**config.mk**
```make
export PLATFORM = sky130hd
export DESIGN_NAME = dmem_ctrl
export DESIGN_NICKNAME = d
export VERILOG_FILES = /design/src/rtl/dmem_ctrl.sv
export SDC_FILE = /design/constraint.sdc
export NUM_CORES = 1
export LEC_CHECK = 0
export CORE_AREA = 2 2 119 121
export DETAILED_ROUTE_END_ITERATION = 7
export DIE_AREA = 0 0 121 123
export GPL_ROUTABILITY_DRIVEN = 0
export HOLD_SLACK_MARGIN = 0.05
export PLACE_DENSITY = 0.79
export SYNTH_ARGS = -nofsm -noshare
export SYNTH_HDL_FRONTEND = slang
export SYNTH_SLANG_ARGS = --single-unit
```
**constraint.sdc**
```tcl
create_clock -name clk -period 3.2 [get_ports clk]
set_clock_uncertainty 0.1 [all_clocks]
set_input_delay 0.32 -clock clk [delete_from_list [all_inputs] [get_ports clk]]
set_output_delay 0.32 -clock clk [all_outputs]
set_load 0.01 [all_outputs]
```
**src/rtl/dmem_ctrl.sv**
```systemverilog
// Data-memory access controller: turns memory-stage control fields into
// byte-enabled req/ack bus transactions and formats load data for writeback.
module dmem_ctrl #(
    parameter int TIMEOUT = 16
) (
    input  logic        clk,
    input  logic        rst,
    input  logic        valid,
    input  logic        dmem_sel,
    input  logic [1:0]  w_sel,
    input  logic [2:0]  r_sel,
    input  logic [31:0] addr,
    input  logic [31:0] wdata,
    output logic        stall,
    output logic [31:0] rdata,
    output logic        misalign,
    output logic        bus_err,
    output logic        bus_req,
    output logic        bus_we,
    output logic [31:0] bus_addr,
    output logic [3:0]  bus_be,
    output logic [31:0] bus_wdata,
    input  logic        bus_ack,
    input  logic [31:0] bus_rdata
);

    typedef enum logic [1:0] {IDLE, REQ, DONE} state_t;

    localparam int CW = (TIMEOUT < 2) ? 1 : $clog2(TIMEOUT);
    localparam logic [CW-1:0] LAST = CW'(TIMEOUT - 1);

    state_t        state, state_n;
    logic [CW-1:0] cnt;
    logic [2:0]    ld_type;
    logic [1:0]    ld_off;
    logic          ld_en;

    logic          is_store, is_load, is_half, is_word, mis, go;
    logic [3:0]    be_n;
    logic [31:0]   wd_n;
    logic [7:0]    lane_b;
    logic [15:0]   lane_h;
    logic [31:0]   fmt;

    always_comb begin
        is_store = valid & dmem_sel & (w_sel != 2'b11);
        is_load  = valid & ~dmem_sel & ((r_sel == 3'b000) | (r_sel == 3'b010) |
                   (r_sel == 3'b011) | (r_sel == 3'b100) | (r_sel == 3'b101));
        is_half  = is_store ? (w_sel == 2'b01) : ((r_sel == 3'b010) | (r_sel == 3'b101));
        is_word  = is_store ? (w_sel == 2'b10) : (r_sel == 3'b011);
        mis      = (is_half & addr[0]) | (is_word & (addr[1:0] != 2'b00));
        go       = (is_store | is_load) & ~mis;
    end

    always_comb begin
        be_n = 4'b1111;
        wd_n = wdata;
        if (is_store & is_half) begin
            be_n = addr[1] ? 4'b1100 : 4'b0011;
            wd_n = {2{wdata[15:0]}};
        end else if (is_store & ~is_word) begin
            be_n = 4'b0001 << addr[1:0];
            wd_n = {4{wdata[7:0]}};
        end
    end

    // Lane selection uses the offset captured at issue, not the live address.
    always_comb begin
        lane_b = bus_rdata[8*ld_off +: 8];
        lane_h = ld_off[1] ? bus_rdata[31:16] : bus_rdata[15:0];
        case (ld_type)
            3'b000:  fmt = {{24{lane_b[7]}}, lane_b};
            3'b010:  fmt = {{16{lane_h[15]}}, lane_h};
            3'b100:  fmt = {24'd0, lane_b};
            3'b101:  fmt = {16'd0, lane_h};
            default: fmt = bus_rdata;
        endcase
    end

    always_comb begin
        state_n = state;
        stall   = 1'b0;
        bus_req = 1'b0;
        case (state)
            IDLE: begin
                if (go) begin
                    state_n = REQ;
                    stall   = 1'b1;
                end
            end
            REQ: begin
                bus_req = 1'b1;
                stall   = 1'b1;
                if (bus_ack || cnt == LAST)
                    state_n = DONE;
            end
            default: state_n = IDLE;
        endcase
        stall   = stall & ~rst;
        bus_req = bus_req & ~rst;
    end

    always_ff @(posedge clk or posedge rst) begin
        if (rst) begin
            state     <= IDLE;
            cnt       <= '0;
            ld_type   <= 3'b111;
            ld_off    <= 2'b00;
            ld_en     <= 1'b0;
            bus_we    <= 1'b0;
            bus_be    <= 4'b0000;
            bus_addr  <= 32'd0;
            bus_wdata <= 32'd0;
            rdata     <= 32'd0;
            misalign  <= 1'b0;
            bus_err   <= 1'b0;
        end else begin
            state    <= state_n;
            misalign <= (state == IDLE) & (is_store | is_load) & mis;
            bus_err  <= 1'b0;
            if (state == IDLE && go) begin
                bus_addr  <= {addr[31:2], 2'b00};
                bus_we    <= is_store;
                bus_be    <= be_n;
                bus_wdata <= wd_n;
                ld_type   <= r_sel;
                ld_off    <= addr[1:0];
                ld_en     <= is_load;
                cnt       <= '0;
            end
            if (state == REQ) begin
                cnt <= cnt + 1'b1;
                if (bus_ack) begin
                    if (ld_en)
                        rdata <= fmt;
                end else if (cnt == LAST) begin
                    bus_err <= 1'b1;
                    if (ld_en)
                        rdata <= 32'd0;
                end
            end
        end
    end

endmodule

```
* Word-level counts from Yosys, hierarchy flattened
Index checks and enable logic that the tools add are counted.
Storage, ports and cells: register bits 113, input bits 106, output and inout bits 105, word-level logic and storage cells 87
Cells by class: add/subtract/negate cells 1, equal/unequal tests 14, shift operators 2, multiplexer cells 24, bitwise logic cells 24, reductions and logical operators 10
Operators by type and width (count):
- 32-bit two-way mux | 6
- 32-bit one-hot mux with 4 select lines | 1
- 32-bit by 6-bit indexed part select with 8-bit output | 1
- 4-bit two-way mux | 5
- 16-bit two-way mux | 1
- 1-bit AND | 13
- 3-bit equality test, second input constant | 4
- 3-bit by 2-bit equality test with 1-bit output, second input constant | 3
- 1-bit two-way mux | 7
- 1-bit bitwise OR | 7
- 3-bit zero test | 2
- 2-bit != test, second input constant | 3
- 2-bit nonzero test | 3
- 4-bit by 1-bit adder with 4-bit output, second input constant | 1
- 2-bit by 1-bit equality test with 1-bit output, second input constant | 2
- 4-bit equality test, second input constant | 1
- 2-bit two-way mux | 2
- 1-bit NOT | 4
- 2-bit one-hot mux with 2 select lines | 1
- 1-bit by 2-bit << shifter with 4-bit output, first input constant | 1
- 3-bit AND reduction | 1
- 2-bit equality test, second input constant | 1
- 2-bit zero test | 1
- 1-bit one-hot mux with 2 select lines | 1
- 3 further kinds | 3

* Logic depth before layout (Yosys ltp)
word-level depth 11, gate-level depth with buffers 8, depth with buffers taken out 5

* Worst setup path before layout
Ideal clock, no wire load.
path kind input to output, from input port w_sel[1], to output port stall, arrival time 1.883 ns, required time 2.780 ns, slack 0.897 ns, stages 7, path buffers 3, cell sequence nand3b_1 -> o211ai_1 -> a2111o_1 -> buf_4 -> buf_6 -> buf_6 -> a211oi_1
On the way: word-level cells in the longest chain between the ends 10, elaborated cells on any way between the ends 15, those cells by class eq/ne (3); mux (4); bitwise (8)
Ends and longest elaborated chain:
- from (decl) | RTL line 10 | input logic [1:0] w_sel,
- 2-bit != test | RTL line 46 | is_store = valid & dmem_sel & (w_sel != 2'b11);
- 1-bit AND | RTL line 46
- 1-bit two-way mux, on equally long branches | RTL line 49, 50
- 1-bit AND | RTL line 51 | mis = (is_half & addr[0]) | (is_word & (addr[1:0] != 2'b00));
- 1-bit bitwise OR | RTL line 51
- 1-bit NOT | RTL line 52 | go = (is_store | is_load) & ~mis;
- 1-bit AND (*) | RTL line 52
- 1-bit two-way mux (*) | RTL line 86 | if (go) begin
- 1-bit one-hot mux with 2 select lines (*) | RTL line 84 | case (state)
- 1-bit AND (*) | RTL line 99 | stall = stall & ~rst;
- to (decl) | RTL line 14 | output logic stall,
Mark *: on every way between the ends. The rest lies on a longest branch, timed or not.

* Worst setup path after layout
from input port dmem_sel, to output port stall
On the way: word-level cells in the longest chain between the ends 10, elaborated cells on any way between the ends 16, those cells by class mux (4); bitwise (12)
Ends and longest elaborated chain:
- from (decl) | RTL line 9 | input logic dmem_sel,
- 1-bit AND (2 in a row) | RTL line 46
- 1-bit two-way mux, on equally long branches | RTL line 49, 50
- 1-bit AND | RTL line 51
- 1-bit bitwise OR | RTL line 51
- 1-bit NOT | RTL line 52
- 1-bit AND (*) | RTL line 52
- 1-bit two-way mux (*) | RTL line 86
- 1-bit one-hot mux with 2 select lines (*) | RTL line 84
- 1-bit AND (*) | RTL line 99
Marks and branches as above.

==> results by group <==
Clocking
  – Clock slew at the register clock pins of the worst setup and hold paths: 0.05 ns
  – Post-cts hold buffer count: 0
  – Max Buffers Root-to-Sink: 2
  – CTS root buf: clkbuf_16
  – Clock Latency Late Sink: 0.41 ns
  – TritonCTS clock tree: yes
  – Clk sinks: 113
  – Setup Buffers After CTS: 0
  – Cts repair resizes: 0
  – H-tree depth: 4
  – Total CTS buffers: 17

Global route
  – First-pass GRT wire length: 23.5 mm
  – Gr busiest metal: met2
  – Grt met2 use: 0.337
  – M3 GR Usage: 0.0784
  – GRT Total Usage: 0.205
  – GR Overflow Total: 0
  – M1 GR Usage: 0.243
  – Pin count of the biggest net entering global routing: 78
  – Initial antenna violation count: 0
  – Vias in the first global route: 4611

Drt
  – Total number of vias: 4600
  – DR vias/cell: 5.13
  – WL final: 15.1 mm
  – Total iterations of the first detailed-routing run: 4
  – Number of remaining DRC errors: 0
  – WL per Instance: 16.9 um
  – Initial DRC Count: 313
  – Antenna-violating nets left: 0

STA
  – Pins Over Slew Limit: 0
  – Relative slew margins: 0.362
  – Setup TNS: 0 ns
  – Fin crit share: 0.926
  – Fin. Hold Viols: 0
  – Tmin final: 2.96 ns
  – Fmax: 338 MHz
  – Setup violators final: 0
  – Hold WS: 0.346 ns
  – Unrepaired setup endpoints after global routing: false
  – Worst-margin pin slew: 0.939 ns
  – Fin worst setup slack: 0.238 ns

Synth
  – #FFs+latches synth: 113
  – Synth async-reset ratio: 1.00
  – Synth top area cells: dfrtp_1 (52%), mux2_2 (14%), o21ai_0 (4.6%)
  – Cell accounting for the most synthesized area: dfrtp_1
  – Synth top area share: 0.515
  – Seq/Total Area, Yosys: 0.530
  – Cells after Synth: 489
  – Syn Area/Cell: 10.9 um^2
  – Mapped Area: 0.00534 mm^2
  – Synth Flop Type: dfrtp_1
  – EDFF count, synth: 0
  – Yosys cell types: 50
  – Synth Warn #: 0

Die
  – Die height: 123 um
  – Die outline width: 121 um
  – Io pins: 211
  – Starting density of the core: 0.393
  – Row count: 43
  – Core box area: 0.0136 mm^2
  – Die Area: 0.0149 mm^2

Cells and area
  – Non-Filler Instances: 896
  – Most frequent cells in the layout: clkdlybuf4s50_1 (208), dfrtp_1 (110), mux2_2 (66)
  – Post-route cell area: 0.00829 mm^2
  – Nets@finish: 810
  – Layout cells sized above 1: 0.184
  – Commonest non-fill, non-tap cell in the layout: clkdlybuf4s50_1
  – Final core occ: 0.609
  – Diode count: 0
  – Area grow syn2layout: 55.2%

Placed design
  – Area after DPL: 0.00763 mm^2
  – Placed insts: 864
  – Placed wire-length estimate: 11.0 mm
  – IO buf count: 208
  – Place WS: 0.241 ns

Setup path
  – Critical path class: primary input to primary output
  – Slowest cell on crit path: clkdlybuf4s50_1
  – Worst-path fanout max: 5
  – Worst Reg-to-Reg Cells: 4
  – CP Data Required Time: 2.78 ns
  – Crit path capture type: primary output
  – Critical path cell sequence: clkdlybuf4s50_1, and3b_1, nor2_1, a2111o_2, a211oi_1, clkdlybuf4s50_1
  – CP dominant cell by count: clkdlybuf4s50_1
  – CP arrival: 2.54 ns
  – Startpoint Class: primary input
  – Slowest stage delay, CP: 0.60 ns

Run status
  – Status: finished clean

Flow run
  – MaxCap Viol Count: 0

Min path
  – Worst Hold Class: primary input to async pin

Power and ir drop
  – Worst vdd ir: 0.517 mV
  – Leakage: 3.56 nW
  – Power Total: 7.65 mW
  – Power Dens Cells: 922 mW/mm^2
-- path summary, 6_finish.rpt --
check / start / endpoint / slack, ns
max in group asynchronous: rst / rdata[14]$_DFFE_PP0P_ / 1.98
max reg2reg: ld_type[2]$_DFFE_PP1P_ / rdata[4]$_DFFE_PP0P_ / 0.94
max: dmem_sel / stall / 0.24
min in group clk: rdata[22]$_DFFE_PP0P_ / rdata[22]$_DFFE_PP0P_ / 0.38
min reg2reg: rdata[22]$_DFFE_PP0P_ / rdata[22]$_DFFE_PP0P_ / 0.38
min: rst / cnt[0]$_DFFE_PP0P_ / 0.35
-- layer usage --
layer  up-vias  wire [um]
met1      2199       5980
met4         0        344
met3        27       1490
met2       209       7320
li1       2165          -
met5         -          0
-- worst max-delay path: cells and delay by family --
kind	cells	cell delay (ns)
AO/OA/AOI/OAI	2	0.77
buffers and inverters	2	1.14
AND/OR/NAND/NOR	2	0.30
-- Yosys cell counts (2+ instances only) --
master,n
a32o_1,2
clkbuf_1,13
buf_4,10
o211ai_1,3
nand2b_1,3
nand2_1,64
nand3b_1,5
and3_1,2
a21oi_1,24
o21ai_0,49
a22oi_1,7
and2_1,4
or3b_2,2
or2_2,3
dfrtp_1,110
mux2_4,9
buf_6,2
and3b_1,3
inv_1,9
nand3_1,2
nor2_1,43
a31oi_1,7
nor3b_1,2
mux2i_1,11
a32oi_1,4
nor2b_1,4
mux2_2,66
dfstp_2,3
a21o_1,2
-- cell type report --
type,count,area [um^2]
Inverter,9,37.5
Tap cell,180,225
Fill cell,1108,5320
Sequential cell,113,2830
Clock inverter,13,208
Multi-Input combinational cell,341,2320
Timing Repair Buffer,221,2220
Clock buffer,19,453
-- where the power goes --
part	total (mW)	internal (mW)	switching, mW
registers	2.51	2.08	0.420
logic	3.05	1.79	1.26
clock network	2.10	1.42	0.674
-- kinds of logic (layout without fill, tap and decap cells) --
family,after synthesis,count (layout),share of synthesized area
adders and majority gates,1,1,0.00234
xor gates and xnor gates,1,1,0.00164
and+or+nand+nor,142,142,0.122
DFF,113,113,0.530
buffers and inverters,36,262,0.0372
other,1,2,0.000702
AOI/OAI and AO/OA,109,109,0.122
muxes,86,86,0.185
-- state kept, by name (all words and copies together) (netlist names) --
name and flops:
ld_type 3, misalign 1, bus_wdata 32, cnt 4, rdata 32, bus_err 1, bus_addr 30, ld_off 2
state 2, ld_en 1, bus_be 4, bus_we 1
(Power assumes the default switching activity.)
